File: src/rtl/buzzer_pkg.sv
// Shared note table, source/state encodings and effect sequence lookup for the buzzer arbiter.
package buzzer_pkg;

    localparam int NOTE_W = 17;
    typedef logic [NOTE_W-1:0] note_t;

    // Half-periods in 100 MHz clk cycles; 0 is a rest.
    localparam note_t REST = 17'd0;
    localparam note_t L_1  = 17'd127552;
    localparam note_t L_2  = 17'd113636;
    localparam note_t L_3  = 17'd101239;
    localparam note_t L_4  = 17'd95556;
    localparam note_t L_5  = 17'd85136;
    localparam note_t L_6  = 17'd75843;
    localparam note_t L_7  = 17'd67568;
    localparam note_t M_1  = 17'd63776;
    localparam note_t M_2  = 17'd56818;
    localparam note_t M_3  = 17'd50607;
    localparam note_t M_4  = 17'd47778;
    localparam note_t M_5  = 17'd42553;
    localparam note_t M_6  = 17'd37922;
    localparam note_t M_7  = 17'd33784;

    typedef enum logic [1:0] {
        SRC_NONE  = 2'd0,
        SRC_HIT   = 2'd1,
        SRC_SCORE = 2'd2,
        SRC_OVER  = 2'd3
    } src_t;

    typedef enum logic [1:0] {
        IDLE = 2'd0,
        PLAY = 2'd1,
        NEXT = 2'd2
    } state_t;

    localparam int IDX_W = 3;
    typedef logic [IDX_W-1:0] idx_t;

    function automatic idx_t seq_last(input src_t s);
        case (s)
            SRC_HIT:   return 3'd1;
            SRC_SCORE: return 3'd3;
            SRC_OVER:  return 3'd7;
            default:   return 3'd0;
        endcase
    endfunction

    function automatic note_t seq_note(input src_t s, input idx_t i);
        note_t n;
        n = REST;
        case (s)
            SRC_HIT: n = M_5;
            SRC_SCORE: begin
                case (i)
                    3'd0:    n = M_1;
                    3'd1:    n = M_3;
                    default: n = M_5;
                endcase
            end
            SRC_OVER: begin
                case (i)
                    3'd0:    n = M_5;
                    3'd1:    n = M_3;
                    3'd2:    n = M_1;
                    3'd3:    n = L_5;
                    3'd4:    n = L_5;
                    3'd5:    n = REST;
                    3'd6:    n = L_5;
                    default: n = L_5;
                endcase
            end
            default: n = REST;
        endcase
        return n;
    endfunction

    // Pending bits: [0] hit, [1] score, [2] over; the highest set bit wins.
    function automatic src_t top_pending(input logic [2:0] p);
        if (p[2])      return SRC_OVER;
        else if (p[1]) return SRC_SCORE;
        else if (p[0]) return SRC_HIT;
        else           return SRC_NONE;
    endfunction

    function automatic logic [2:0] src_mask(input src_t s);
        case (s)
            SRC_HIT:   return 3'b001;
            SRC_SCORE: return 3'b010;
            SRC_OVER:  return 3'b100;
            default:   return 3'b000;
        endcase
    endfunction

endpackage

File: src/rtl/buzzer_arbiter_tone_gen.sv
// Half-period tone generator: toggles its output every `half` cycles, silent for a rest.
module tone_gen #(
    parameter int W = 17
) (
    input  logic         clk,
    input  logic         rst,
    input  logic         en,
    input  logic         clr,
    input  logic [W-1:0] half,
    output logic         tone
);

    logic [W-1:0] cnt;
    logic [W-1:0] cnt_inc;

    assign cnt_inc = cnt + 1'b1;

    // clr marks the first cycle of a new note so every note starts from a clean phase.
    always_ff @(posedge clk) begin
        if (rst || !en || clr || (half == '0)) begin
            cnt  <= '0;
            tone <= 1'b0;
        end else if (cnt_inc == half) begin
            cnt  <= '0;
            tone <= ~tone;
        end else begin
            cnt <= cnt_inc;
        end
    end

endmodule

File: src/rtl/buzzer_arbiter.sv
// Priority arbiter for game sound effects over background music on a single buzzer.
// Define BUZZER_MUSIC_PASS_EN to add the music_in/music_en pass-through while idle.
module buzzer_arbiter
    import buzzer_pkg::*;
#(
    parameter int STEP_CYC = 15555555,
    parameter int MAX_HALF = 131071
) (
    input  logic       clk,
    input  logic       rst,
`ifdef BUZZER_MUSIC_PASS_EN
    input  logic       music_in,
    input  logic       music_en,
`endif
    input  logic       hit_req,
    input  logic       score_req,
    input  logic       over_req,
    output logic       beep,
    output logic       sd,
    output logic       busy,
    output logic [1:0] active_src
);

    localparam int STEP_W = (STEP_CYC > 2) ? $clog2(STEP_CYC) : 1;
    // PLAY hands over to NEXT one cycle early so that NEXT is the last cycle of the step.
    localparam logic [STEP_W-1:0] PLAY_END = STEP_W'(STEP_CYC - 2);
    localparam int HALF_CAP = (MAX_HALF > 131071) ? 131071 : MAX_HALF;
    localparam note_t HALF_MAX = NOTE_W'(HALF_CAP);

    logic [2:0]        req_now;
    logic [2:0]        req_d;
    logic [2:0]        req_rise;
    logic [2:0]        pend;
    logic [2:0]        take;
    state_t            state;
    src_t              src;
    src_t              want;
    idx_t              idx;
    logic [STEP_W-1:0] step_cnt;
    logic              note_start;
    logic              start;
    logic              preempt;
    logic              last_note;
    note_t             raw_note;
    note_t             note;
    logic              tone;
    logic              music_bit;

    assign req_now   = {over_req, score_req, hit_req};
    assign req_rise  = req_now & ~req_d;
    assign want      = top_pending(pend);
    assign preempt   = (want != SRC_NONE) && (want >= src);
    assign last_note = (idx == seq_last(src));

    always_comb begin
        start = 1'b0;
        case (state)
            IDLE:    start = (want != SRC_NONE);
            PLAY:    start = preempt;
            NEXT:    start = preempt || (last_note && (want != SRC_NONE));
            default: start = 1'b0;
        endcase
    end

    assign take = start ? src_mask(want) : 3'b000;

    always_ff @(posedge clk) begin
        if (rst) begin
            // req_d follows the pins during reset so a level held through reset is not an edge.
            req_d      <= req_now;
            pend       <= 3'b000;
            state      <= IDLE;
            src        <= SRC_NONE;
            idx        <= '0;
            step_cnt   <= '0;
            busy       <= 1'b0;
            note_start <= 1'b0;
        end else begin
            req_d      <= req_now;
            pend       <= (pend & ~take) | req_rise;
            note_start <= 1'b0;
            if (start) begin
                state      <= PLAY;
                src        <= want;
                idx        <= '0;
                step_cnt   <= '0;
                busy       <= 1'b1;
                note_start <= 1'b1;
            end else begin
                case (state)
                    PLAY: begin
                        step_cnt <= step_cnt + 1'b1;
                        if (step_cnt == PLAY_END) begin
                            state <= NEXT;
                        end
                    end
                    NEXT: begin
                        step_cnt <= '0;
                        if (!last_note) begin
                            idx        <= idx + 1'b1;
                            state      <= PLAY;
                            note_start <= 1'b1;
                        end else begin
                            state <= IDLE;
                            src   <= SRC_NONE;
                            idx   <= '0;
                            busy  <= 1'b0;
                        end
                    end
                    default: begin
                        step_cnt <= '0;
                    end
                endcase
            end
        end
    end

    assign raw_note = seq_note(src, idx);
    assign note     = (raw_note > HALF_MAX) ? HALF_MAX : raw_note;

    tone_gen #(
        .W(NOTE_W)
    ) u_tone_gen (
        .clk  (clk),
        .rst  (rst),
        .en   (busy),
        .clr  (note_start),
        .half (note),
        .tone (tone)
    );

`ifdef BUZZER_MUSIC_PASS_EN
    assign music_bit = music_en & music_in;
`else
    assign music_bit = 1'b0;
`endif

    always_ff @(posedge clk) begin
        if (rst) begin
            beep <= 1'b0;
        end else if (busy) begin
            beep <= tone;
        end else begin
            beep <= music_bit;
        end
    end

    assign active_src = src;
    assign sd         = 1'b1;

endmodule

File: config.mk
export PLATFORM = sky130hd
export DESIGN_NAME = buzzer_arbiter
export DESIGN_NICKNAME = d
export VERILOG_FILES = /design/src/rtl/buzzer_pkg.sv /design/src/rtl/buzzer_arbiter_tone_gen.sv /design/src/rtl/buzzer_arbiter.sv
export SDC_FILE = /design/constraint.sdc
export NUM_CORES = 1
export LEC_CHECK = 0
export ABC_AREA = 1
export BUFFER_PORTS_ARGS = -buffer_cell sky130_fd_sc_hd__buf_2
export CAP_MARGIN = 10
export CORE_ASPECT_RATIO = 0.8
export CORE_UTILIZATION = 30
export DETAILED_ROUTE_END_ITERATION = 12
export PLACE_DENSITY = 0.52
export SLEW_MARGIN = 20
export SYNTH_ARGS = -nofsm -noshare
export SYNTH_HDL_FRONTEND = slang
export SYNTH_SLANG_ARGS = --single-unit
File: constraint.sdc
create_clock -name clk -period 4.3 [get_ports clk]
set_clock_uncertainty 0.05 [all_clocks]
set_input_delay 0.86 -clock clk [delete_from_list [all_inputs] [get_ports clk]]
set_output_delay 0.86 -clock clk [all_outputs]
set_load 0.02 [all_outputs]
**Word level (Yosys, flattened, before mapping)**

Index checks and enable logic that the tools add are counted.

- Bits in registers: 58

- Add/subtract/negate cells: 3
- Magnitude comparators: 2
- Eq/ne operators: 16
- Multiplexer cells: 25
- Bitwise logic cells: 8
- Reductions and logical operators: 22

Operators with widths:

| kind | number |
|---|---|
| $pmux W17 S4 | 1 |
| $pmux W17 S3 | 1 |
| $pmux W15 S2 | 1 |
| $add A24 B1 Y24 const B | 1 |
| $eq A24 B24 Y1 const B | 1 |
| $pmux W3 S3 | 2 |
| $add A17 B1 Y17 const B | 1 |
| $eq A17 B17 Y1 | 1 |
| $gt A17 B17 Y1 const B | 1 |
| $logic_not A17 Y1 | 1 |
| $mux W17 | 1 |
| $mux W2 | 6 |
| $eq A2 B2 Y1 const B | 5 |
| $mux W1 | 9 |
| $reduce_bool A2 Y1 | 4 |
| $and A3 B3 Y3 | 2 |
| $eq A2 B1 Y1 const B | 3 |
| $mux W3 | 2 |
| $not A3 Y3 | 2 |
| $reduce_and A2 Y1 | 3 |
| $reduce_or A2 Y1 | 3 |
| $logic_or A1 B1 Y1 | 4 |
| $pmux W2 S2 | 1 |
| $add A3 B1 Y3 const B | 1 |
| 16 further kinds | 19 |

**Longest topological paths before layout**

Gate-level depths: netlist of the first run.

- Depth in word-level cells: 11
- Depth in mapped cells: 17
- Depth with buffers taken out: 16

**Cells and area by module**

From an unflattened synthesis of the first run, not the netlist that was laid out.

- Cell total of the unflattened synthesis: 576
- Area, all modules: 3706.1 sq um

Modules (own cells, without submodules):

| module | instances | cells each | area an instance (sq um) | seq. area each (sq um) |
|---|---|---|---|---|
| buzzer_arbiter | 1 | 313 | 2233.4 | 800.8 |
| tone_gen | 1 | 263 | 1472.7 | 360.3 |

**Worst setup path before layout of the first run**

OpenSTA, ideal clock, no wires.

- Kind: register -> register
- Start: reg idx[0]
- End: reg u_tone_gen.cnt[0]
- Setup time: 0.116 ns
- Arrival time: 1.874 ns
- Required time: 4.134 ns
- Slack: 2.260 ns
- Stages on the path, launching flop included: 16
- Cell sequence: dfxtp_1 inv_1 ha_1 nand2_1 nand2_1 nand2_1 nand3_2 nand2_1 nor2_1 nor2_1 nand2_2 nor2_4 nand2_1 nand2_4 buf_8 nor2_2

- Word-level cells in the longest chain between the ends: 8
- Elaborated cells on any way between the ends: 13
- Classes of those cells: order compare (1); eq/ne (4); mux (4); reduce/logical (4)

RTL lines:

| item | RTL line | source |
|---|---|---|
| from (decl) | buzzer_arbiter.sv:38 | `idx_t idx;` |
| from (signal assigned) | buzzer_arbiter.sv:100 | `idx <= idx + 1'b1;` |
| $eq A3 B3 Y1 (tied with other cells) | buzzer_pkg.sv:62 | `case (i)` |
| $pmux W17 S4 / $pmux W15 S2 (equally long branches) | buzzer_pkg.sv:62, buzzer_pkg.sv:55 |  |
| $pmux W17 S3 * | buzzer_pkg.sv:52 | `case (s)` |
| $gt A17 B17 Y1 | buzzer_arbiter.sv:119 | `assign note = (raw_note > HALF_MAX) ? HALF_MAX : raw_note;` |
| $mux W17 * | buzzer_arbiter.sv:119 |  |
| $logic_not A17 Y1 | buzzer_arbiter_tone_gen.sv:20 | `if (rst \|\| !en \|\| clr \|\| (half == '0)) begin` |
| $logic_or A1 B1 Y1 | buzzer_arbiter_tone_gen.sv:20 |  |
| $reduce_or A2 Y1 (no source line) * | -- |  |
| to (signal assigned) | buzzer_arbiter_tone_gen.sv:27 | `cnt <= cnt_inc;` |
| to (decl) | buzzer_arbiter_tone_gen.sv:13 | `logic [W-1:0] cnt;` |

Every way passes the cells marked *; elsewhere a longest branch is shown, timed or not.
A chain may end at the register's enable or synchronous reset.

**Worst setup path in the final report of the first run**

- Start: reg src[1], in the netlist active_src[1]
- End: reg step_cnt[11]

- Word-level cells in the longest chain between the ends: 7
- Elaborated cells on any way between the ends: 11
- Classes of those cells: order compare (1); eq/ne (4); mux (2); reduce/logical (4)

RTL lines:

| item | RTL line | source |
|---|---|---|
| from (decl) | buzzer_arbiter.sv:36 | `src_t src;` |
| from (signal assigned) | buzzer_arbiter.sv:84 | `src <= want;` |
| $eq A2 B2 Y1 / $eq A2 B1 Y1 (equally long branches) | buzzer_pkg.sv:41 | `case (s)` |
| $pmux W3 S3 | buzzer_pkg.sv:41 |  |
| $eq A3 B3 Y1 | buzzer_arbiter.sv:53 | `assign last_note = (idx == seq_last(src));` |
| $logic_and A1 B1 Y1 | buzzer_arbiter.sv:60 | `NEXT: start = preempt \|\| (last_note && (want != SRC_NONE));` |
| $logic_or A1 B1 Y1 | buzzer_arbiter.sv:60 |  |
| $pmux W1 S3 * | buzzer_arbiter.sv:57 | `case (state)` |
| $reduce_or A3 Y1 (no source line) * | -- |  |
| to (signal assigned) | buzzer_arbiter.sv:92 | `step_cnt <= step_cnt + 1'b1;` |
| to (decl) | buzzer_arbiter.sv:39 | `logic [STEP_W-1:0] step_cnt;` |

Marks and branches as above.

==> impl_metrics.tcl, run 1 <==
set metrics [dict create \
    numPortBuffers 8 \
    drtIter0Drc 203 \
    yosysMostFrequentCell "nand2_1" \
    maxSlewHeadroom_pct 62.5 \
    netlist_instances 539 \
    async_flop_share_pct 0 \
    placementRows 34 \
    firstDrtPassIters 5 \
    synth_ff_type "dfxtp_1" \
    viasPerCell 4.63 \
    path_delay_family "simple AND/OR/NAND/NOR gates" \
    avgSynthCellArea_um2 6.48 \
    syn_area_um2 3490 \
    layout-drive-gt1-share_pct 12.6 \
    syn_to_final_growth_pct 12.7 \
    period_needed_ns 2.49 \
    initial_utilization_pct 31.5 \
    r2r_cells 10 \
    timing.final.max_slew_violations 0 \
    rsz0062_at_grt "false" \
    crit_chain "nand2_2, inv_2, nand2_1, nand3_1, nor2_1, nor2_1, nor2_1, o22ai_4, nand3_2, nor3b_1" \
    post-dp-hpwl_mm 6.23 \
    yosysUniqueCellTypes 35 \
    yosys_warnings 0 \
    ys_ff_latch 58 \
    cts_setup_buffers 0 \
    fin_hold_ws_ns 0.410 \
    fin_cells 700 \
    path_clk_slew_ns 0.05 \
    status "completed" \
    timing.max_cap.violations 0 \
    worstReg2RegStart "active_src[1]$_SDFFE_PP0P_" \
    finalCritPeriodShare_pct 57.9 \
    nFillCells 1200 \
    vdd_drop_max_uv 202 \
    cp_common_cell "nor2_1" \
    cp_data_required_time_ns 4.47 \
    crit_fanout 24 \
    clock_sinks 58 \
    post-place-cells 685 \
    cp.depth 10 \
    synth_common_cells "145 x nand2_1, 81 x nor2_1, 76 x inv_1, 58 x dfxtp_1, 36 x nand3_1" \
    synth_area_leaders "dfxtp_1 33%, nand2_1 16%, nor2_1 8.7%" \
    gp_congestion 0.886 \
    ant_nets 0 \
    route.detailed.drc 0 \
    cts_max_path_buffers 2 \
    synth_edf_count 0 \
    setup_viol 0 \
    via_count 3240 \
    cts_root_buffer "clkbuf_16" \
    yosysTopAreaCell "dfxtp_1" \
    numCtsBuffers 9 \
    powerDensity_nw_per_um2 332 \
    wirelength_mm 7.92 \
    crit_path_start_kind "flop" \
    worstSetupEndpoint "step_cnt[11]$_SDFF_PP0_" \
    p_leak_uw 0.00151 \
    insertion_delay_ns 0.32 \
    cts_hold_buf 0 \
    fin_setup_tns_ns 0 \
    die_area_um2 12100 \
    grt_max_degree 25 \
    die-width_um 123 \
    htree_levels 3 \
    setup_ws_ns 1.81 \
    grt.total_usage_pct 14.8 \
    syn_nets 552 \
    rrSetupSlack_ns 1.81 \
    end_kind "flop" \
    critPathSlowestCell "dfxtp_1" \
    grt_pass1_wl_mm 14.1 \
    cts_tree "built" \
    reg2reg_to "step_cnt[11]$_SDFF_PP0_" \
    grt_pass1_vias 3043 \
    wire_per_inst_um 11.3 \
    dp_slack_ns 1.78 \
    fp.coreArea_um2 11100 \
    seq_area_frac_synth_pct 33.2 \
    cts_resized 0 \
    diodes 0 \
    cp.arrival_ns 2.66 \
    hold_class "flop to flop" \
    path_class "flop to flop" \
    nets 565 \
    ios 10 \
    antenna_found_initial 0 \
    worst-slew-pin-transition_ns 0.562 \
    path_buf_inv 1 \
    overflow 0 \
    hold_viol 0 \
    synth_top_area_share_pct 33.2 \
    max_freq_ghz 0.401 \
    max_stage_delay_ns 0.54 \
    die_h_um 98.5 \
    crit_start "active_src[1]$_SDFFE_PP0P_" \
]
==> worst reg2reg max path: cells and delay by family, from the launching register on <==
kind / cells / cell delay (ns)
simple gates: 8 / 1.42
flops: 1 / 0.54
buf+inv: 1 / 0.19
compound gates: 1 / 0.19
==> routing by layer <==
metal | track usage, % | up-vias | part of all wire, %
met2 | 20.8 | 68 | 39
met3 | 2.14 | 12 | 4.6
met5 | 0 | - | 0
met1 | 22.3 | 1440 | 55
li1 | - | 1720 | -
met4 | 5.63 | 0 | 1.3
==> cells by family after synthesis <==
family,Yosys count,synth area share (%)
adders and majority gates,8,2.87
xor gates and xnor gates,8,2.01
and+or+nand+nor,329,43.7
other,1,0.107
buffers and inverters,87,10.1
DFF,58,33.2
AOI/OAI and AO/OA,48,7.99
==> cell type report <==
class / count / area (µm²) / share of cell area [%]
Multi-Input combinational cell: 394 / 1980 / 50.3
Sequential cell: 58 / 1160 / 29.5
Inverter: 81 / 304 / 7.72
Clock buffer: 13 / 260 / 6.61
Tap cell: 144 / 180 / 4.58
Timing Repair Buffer: 8 / 40.0 / 1.02
Clock inverter: 2 / 12.5 / 0.318
==> flip-flops by register name, summed over array words and instances (netlist names) <==
| register | count |
|---|---|
| step_cnt | 24 |
| u_tone_gen.cnt | 17 |
| idx | 3 |
| pend | 3 |
| req_d | 3 |
| active_src | 2 |
| state | 2 |
| beep | 1 |
| busy | 1 |
| note_start | 1 |
| u_tone_gen.tone | 1 |
==> through the flow <==
step                      total power (µW)  cell area, µm²  utilization, %
after CTS                             1320            3940            35.5
after global routing                  1360            3940            35.5
after detailed placement               666            3660            33.0
final                                 1310            3940            35.5
after floorplan                        645            3490               -
after global placement                 665            3660            33.0
==> placed cells by master (no fill, tap or decap), types with 9 or more instances in the layout <==
cell type,netlist,final
o21ai_0,17,17
a21oi_1,20,20
dfxtp_1,58,58
nand4_1,11,11
nand3_1,36,36
nor2_2,16,16
inv_1,76,76
nand2_1,145,145
nor2_1,81,81
clkbuf_16,0,9
==> worst min-delay path by stage <==
| stage | from | to | slack, ns | cells after the start |
|---|---|---|---|---|
| 3_5_place_dp | u_tone_gen.tone$_SDFFE_PP0N_ | beep$_SDFF_PP0_ | 0.40 | 2 |
| 3_3_place_gp | step_cnt[0]$_SDFF_PP0_ | step_cnt[0]$_SDFF_PP0_ | 0.40 | 1 |
| 2_1_floorplan | u_tone_gen.tone$_SDFFE_PP0N_ | beep$_SDFF_PP0_ | 0.37 | 2 |
| 5_1_grt | step_cnt[0]$_SDFF_PP0_ | step_cnt[0]$_SDFF_PP0_ | 0.44 | 1 |
| 6_report | u_tone_gen.tone$_SDFFE_PP0N_ | beep$_SDFF_PP0_ | 0.41 | 2 |
| 4_1_cts | u_tone_gen.tone$_SDFFE_PP0N_ | beep$_SDFF_PP0_ | 0.41 | 2 |
==> where the power goes <==
part	total [µW]	switching, µW	internal, µW
sequential	556	8.19	548
clock	651	234	417
combinational	98.9	67.2	31.7
total	1310	310	996
Note: power is estimated with default switching activity, not from simulation.
==> run 2, diff against run 1 <==
--- a/config.mk
+++ b/config.mk
@@ -5,13 +5,13 @@
 export SDC_FILE = /design/constraint.sdc
 export NUM_CORES = 1
 export LEC_CHECK = 0
-export ABC_AREA = 1
+export ABC_AREA = 0
 export BUFFER_PORTS_ARGS = -buffer_cell sky130_fd_sc_hd__buf_2
 export CAP_MARGIN = 10
 export CORE_ASPECT_RATIO = 0.8
 export CORE_UTILIZATION = 30
 export DETAILED_ROUTE_END_ITERATION = 12
-export PLACE_DENSITY = 0.52
+export PLACE_DENSITY = 0.54
 export SLEW_MARGIN = 20
 export SYNTH_ARGS = -nofsm -noshare
 export SYNTH_HDL_FRONTEND = slang
==> constraint.sdc (replaced) <==
create_clock -name clk -period 2 [get_ports clk]
set_clock_uncertainty 0.05 [all_clocks]
set_input_delay 0.4 -clock clk [delete_from_list [all_inputs] [get_ports clk]]
set_output_delay 0.4 -clock clk [all_outputs]
set_load 0.02 [all_outputs]
==> impl_metrics.tcl, run 2 <==
set metrics [dict create \
    maxSlewHeadroom_pct 30.3 \
    route.detailed.drc 0 \
    finalCritPeriodShare_pct 124 \
    hold_class "input pin to flop" \
    ant_nets 0 \
    crit_fanout 8 \
    dp_slack_ns -0.541 \
    cp.arrival_ns 2.65 \
    fin_setup_tns_ns -9.91 \
    dpl-instance-area_um2 3940 \
    clock_sinks 58 \
    vdd_drop_max_uv 332 \
    synth_common_cells "58 x dfxtp_1, 41 x nor2_1, 26 x nand2_1, 26 x nor3_1, 22 x xor2_1" \
    largestRegisters "step_cnt: 24 flops, u_tone_gen.cnt: 17 flops" \
    path_clk_slew_ns 0.05 \
    synth_ff_type "dfxtp_1" \
    met3RoutedLength_um 320 \
    setup_viol 49 \
    max_stage_delay_ns 0.39 \
    syn_area_um2 3140 \
    yosys_warnings 0 \
    end_kind "flop" \
    largest_register_ffs 24 \
    crit_chain "buf_4, mux2_4, or3_1, nand3_2, a32o_1, o2111ai_2, nor4b_4, buf_4, buf_12, a211oi_2" \
    cts_root_buffer "clkbuf_16" \
    initial_utilization_pct 31.7 \
    antenna_found_initial 0 \
    drt-met1-wl_mm 4.30 \
    nets 490 \
    final_cell_mix "85 x buf_4, 48 x dfxtp_1, 41 x nor2_1" \
    final_common_cell "buf_4" \
    synth_top_area_share_pct 37.0 \
    ios 10 \
    wirelength_mm 8.74 \
    yosysUniqueCellTypes 53 \
    synth_edf_count 0 \
    syn_nets 389 \
    path_class "flop to flop" \
    final_area_um2 4730 \
    status "finished with violations" \
    failed_checks "setup timing" \
    max_freq_ghz 0.404 \
    rsz0062_at_grt "true" \
    yosysTopAreaCell "dfxtp_1" \
    grt_pass1_vias 2857 \
    syn_to_final_growth_pct 50.6 \
    seq_area_frac_synth_pct 37.0 \
    period_needed_ns 2.48 \
    grt.total_usage_pct 17.3 \
    setup_ws_ns -0.477 \
    layout-drive-gt1-share_pct 38.6 \
    synth_area_leaders "dfxtp_1 37%, xor2_1 6.1%, xnor2_1 5.0%" \
    avgSynthCellArea_um2 8.35 \
    crit_path_start_kind "flop" \
    post-dp-hpwl_mm 5.80 \
    cts_tree "built" \
    viasPerCell 4.88 \
    async_flop_share_pct 0 \
    die_h_um 93.5 \
    cts_max_path_buffers 2 \
    worstHoldEndpoint "req_d[2]$_DFF_P_" \
    wl_met2_mm 4.00 \
    fp.coreArea_um2 9890 \
    critPathSlowestCell "or3_1" \
    firstDrtPassIters 4 \
    yosysMostFrequentCell "dfxtp_1" \
    hold_viol 0 \
    numPortBuffers 8 \
    final_util_pct 47.8 \
    via_count 3014 \
    wire_per_inst_um 14.1 \
    htree_levels 3 \
    r2r_cells 10 \
    p_leak_uw 0.00181 \
    die-width_um 116 \
    die_area_um2 10900 \
    min_from "over_req" \
    worst-slew-pin-transition_ns 1.04 \
    top_layer "met4" \
    whs_path_depth 1 \
    placementRows 32 \
    timing.max_cap.violations 0 \
    diodes 0 \
    cp_common_cell "buf_4" \
    numCtsBuffers 9 \
    reg2reg_to "u_tone_gen.cnt[7]$_SDFF_PP0_" \
    gp_congestion 0.812 \
    powerDensity_nw_per_um2 649 \
    drtIter0Drc 176 \
    rrSetupSlack_ns -0.48 \
    insertion_delay_ns 0.33 \
    fin_hold_ws_ns 0.126 \
    worstReg2RegStart "idx[0]$_SDFFE_PP0P_" \
    ys_ff_latch 58 \
    timing.final.max_slew_violations 0 \
    overflow 0 \
    cp_data_required_time_ns 2.17 \
    grt_max_degree 20 \
    netlist_instances 376 \
    grt_pass1_wl_mm 14.1 \
    regMostFlops "step_cnt" \
]
==> run 2: changes by cell type after synthesis, sizes merged, moves of 14 or more <==
cell	before	now
inv	81	10
nand2	153	26
nand3	39	21
nor2	102	41
nor3	8	26
xnor2	4	18
xor2	4	22
==> run 2: power by group <==
group / leakage (µW) / switching (µW) / internal, µW
Clock: 0.000140 / 538 / 959
Combinational: 0.00120 / 198 / 179
Sequential: 0.000476 / 19.8 / 1180
==> run 2: timing repair <==
item                       CTS  global route
gates cloned                 5             0
setup buffers               13            11
pin swaps                    8            14
gates resized for setup     18            40
setup endpoints to repair   47            54
hold buffers                 0             0
==> run 2: kinds of logic after synthesis <==
kind of cell             count (synthesis)  share of synthesized area (%)
AND/OR/NAND/NOR                        178                           29.8
buffers and inverters                   25                           3.59
multiplexers                             4                           1.63
adder cells (fa/ha/maj)                  8                           3.19
AO/OA/AOI/OAI                           61                           12.8
XOR/XNOR                                41                           11.9
flip-flops                              58                           37.0
other                                    1                          0.120
==> run 2: how the worst max path moves through the flow <==
| stage | startpoint | endpoint | slack, ns | depth (start not counted) |
|---|---|---|---|---|
| after global routing | u_tone_gen.cnt[8]$_SDFF_PP0_ | u_tone_gen.cnt[6]$_SDFF_PP0_ | -0.62 | 9 |
| final | idx[0]$_SDFFE_PP0P_ | u_tone_gen.cnt[7]$_SDFF_PP0_ | -0.48 | 10 |
| after detailed placement | idx[0]$_SDFFE_PP0P_ | u_tone_gen.tone$_SDFFE_PP0N_ | -0.54 | 9 |
| after global placement | u_tone_gen.cnt[7]$_SDFF_PP0_ | u_tone_gen.tone$_SDFFE_PP0N_ | -0.57 | 8 |
| after CTS | idx[1]$_SDFFE_PP0P_ | u_tone_gen.tone$_SDFFE_PP0N_ | -0.51 | 10 |
| after floorplan | idx[1]$_SDFFE_PP0P_ | u_tone_gen.tone$_SDFFE_PP0N_ | -0.53 | 10 |
==> run 2: cell type report <==
class,count,area [µm²]
Fill cell,953,5160
Clock inverter,5,53.8
Sequential cell,58,1180
Multi-Input combinational cell,297,2250
Inverter,10,45.0
Timing Repair Buffer,101,795
Tap cell,136,170
Clock buffer,11,233
==> run 2: worst max-delay path, delay by kind of cell (launching register included) <==
family | cells | cell delay, ns
buf+inv | 3 | 0.44
compound gates | 3 | 0.36
mux | 1 | 0.33
simple gates | 3 | 0.81
flops | 1 | 0.38
==> run 2: layer usage <==
metal / up-vias / track usage [%]
met4: 0 / 5.98
met5: - / 0
li1: 1542 / -
met2: 47 / 25.7
met1: 1412 / 23.5
met3: 13 / 5.06
==> run 2: stage by stage <==
stage / total power (µW) / cells
2_1_floorplan: 1430 / 376
5_1_grt: 3210 / 618
4_1_cts: 3090 / 609
3_5_place_dp: 1510 / 575
3_3_place_gp: 1500 / 575
6_report: 3070 / 618
==> run 3, diff against run 2 <==
--- a/config.mk
+++ b/config.mk
@@ -8,7 +8,6 @@
 export ABC_AREA = 0
 export BUFFER_PORTS_ARGS = -buffer_cell sky130_fd_sc_hd__buf_2
 export CAP_MARGIN = 10
-export CORE_ASPECT_RATIO = 0.8
 export CORE_UTILIZATION = 30
 export DETAILED_ROUTE_END_ITERATION = 12
 export PLACE_DENSITY = 0.54
==> impl_metrics.tcl, run 3 (same netlist as run 2, synthesis figures left out) <==
set metrics [dict create \
    whs_path_depth 1 \
    post-place-cells 569 \
    grt.busiest_layer "met2" \
    dpl-instance-area_um2 3920 \
    p_leak_uw 0.00167 \
    cts_hold_buf 0 \
    status "finished with violations" \
    cp_data_required_time_ns 2.19 \
    finalCritPeriodShare_pct 130 \
    grt_pass1_vias 2828 \
    grt_max_degree 20 \
    path_clk_slew_ns 0.08 \
    diodes 0 \
    crit_path_start_kind "flop" \
    dp_slack_ns -0.630 \
    worstHoldEndpoint "req_d[1]$_DFF_P_" \
    max_freq_ghz 0.385 \
    die_h_um 104 \
    viasPerCell 4.91 \
    path_class "flop to flop" \
    seqPwrFrac_pct 40.9 \
    wirelength_mm 8.11 \
    route.detailed.drc 0 \
    placementRows 36 \
    cp.arrival_ns 2.78 \
    clkPwrFrac_pct 45.8 \
    finalPower_uw 2900 \
    rrSetupSlack_ns -0.60 \
    comb_power_share_pct 13.3 \
    hold_class "input pin to flop" \
    grt.total_usage_pct 15.7 \
    die_area_um2 10900 \
    overflow 0 \
    regMostFlops "step_cnt" \
    final_cell_mix "70 x buf_4, 51 x dfxtp_1, 34 x nor2_1" \
    crit_fanout 4 \
    netSwitchingPower_uw 763 \
    timing.final.max_slew_violations 0 \
    numCtsBuffers 9 \
    htree_levels 3 \
    powerDensity_nw_per_um2 642 \
    gp_congestion 0.821 \
    final_common_cell "buf_4" \
    syn_to_final_growth_pct 44.1 \
    firstDrtPassIters 5 \
    grt_use_met1_pct 19.9 \
    die-width_um 104 \
    intPower_uw 2140 \
    wire_per_inst_um 13.5 \
    setup_ws_ns -0.598 \
    reg2reg_to "u_tone_gen.tone$_SDFFE_PP0N_" \
    grt_pass1_wl_mm 13.6 \
    end_kind "flop" \
    ant_nets 0 \
    r2r_cells 10 \
    use_met3_pct 4.76 \
    ios 10 \
    worst-slew-pin-transition_ns 1.22 \
    largestRegisters "step_cnt: 24 flops, u_tone_gen.cnt: 17 flops" \
    via_count 2944 \
    period_needed_ns 2.60 \
    insertion_delay_ns 0.35 \
    fp.coreArea_um2 9950 \
    crit_start "idx[1]$_SDFFE_PP0P_" \
    vdd_drop_max_uv 436 \
    fin_cells 599 \
    use_met2_pct 25.4 \
    min_from "score_req" \
    post-dp-hpwl_mm 5.62 \
    clock_sinks 58 \
    largest_register_ffs 24 \
    rsz0062_at_grt "true" \
    numPortBuffers 8 \
    antenna_found_initial 0 \
    drtIter0Drc 147 \
    cts_max_path_buffers 2 \
    fin_setup_tns_ns -10.26 \
    cts_tree "built" \
    worstReg2RegStart "idx[1]$_SDFFE_PP0P_" \
    nets 474 \
    timing.max_cap.violations 0 \
    layout-drive-gt1-share_pct 38.6 \
    failed_checks "setup timing" \
    cts_root_buffer "clkbuf_8" \
    netSwitchingFraction_pct 26.3 \
    maxSlewHeadroom_pct 18.5 \
    initial_utilization_pct 31.5 \
    setup_viol 43 \
    final_area_um2 4520 \
    hold_viol 0 \
]
==> run 3: power groups by stage <==
stage	clock (µW)	sequential, µW	combinational (µW)
after floorplan	0	1220	204
after global placement	0	1220	288
after detailed placement	0	1220	291
after CTS	1370	1190	346
after global routing	1420	1190	418
final	1330	1190	385
==> run 3: repair_timing <==
action / CTS / global route
cloned: 4 / 1
endpoints found under the setup margin: 45 / 54
endpoints found under the hold margin: 0 / 0
resized for setup: 24 / 34
buffers inserted: 8 / 3
pin swaps: 4 / 12
==> run 3: worst max-delay path, cell delays in order, from the launching register on <==
cell       delay (ns)
dfxtp_4          0.39
inv_4            0.05
ha_4             0.16
mux2_4           0.27
a22oi_2          0.20
xnor3_1          0.31
nor3_2           0.16
o2111ai_2        0.17
nor4b_4          0.26
buf_4            0.19
mux2_4           0.29
==> run 3: final cells by class <==
class	count	area [µm²]
timing repair buffer	85	674
tap	133	166
clock buffer	10	149
fill	976	5430
clock inverter	6	95.1
sequential	58	1180
inverter	10	45.0
multi-input combinational	297	2210
==> run 3: worst max-delay path by stage <==
stage,endpoint,cells after the start
floorplan,u_tone_gen.tone$_SDFFE_PP0N_,10
global placement,u_tone_gen.cnt[5]$_SDFF_PP0_,10
detailed placement,u_tone_gen.cnt[5]$_SDFF_PP0_,10
CTS,u_tone_gen.tone$_SDFFE_PP0N_,10
global route,u_tone_gen.tone$_SDFFE_PP0N_,10
finish,u_tone_gen.tone$_SDFFE_PP0N_,10
==> run 3: routing by layer <==
layer / routed length [µm] / vias up
met4: 121 / 0
met5: 0 / -
li1: - / 1508
met3: 317 / 11
met2: 3790 / 45
met1: 3890 / 1380
==> run 3: through the flow <==
stage	hold WS (ns)	utilization, %
2_1_floorplan	0.378	-
3_3_place_gp	0.430	39.4
3_5_place_dp	0.431	39.4
4_1_cts	0.0935	44.0
5_1_grt	0.0838	45.4
6_report	0.112	45.4
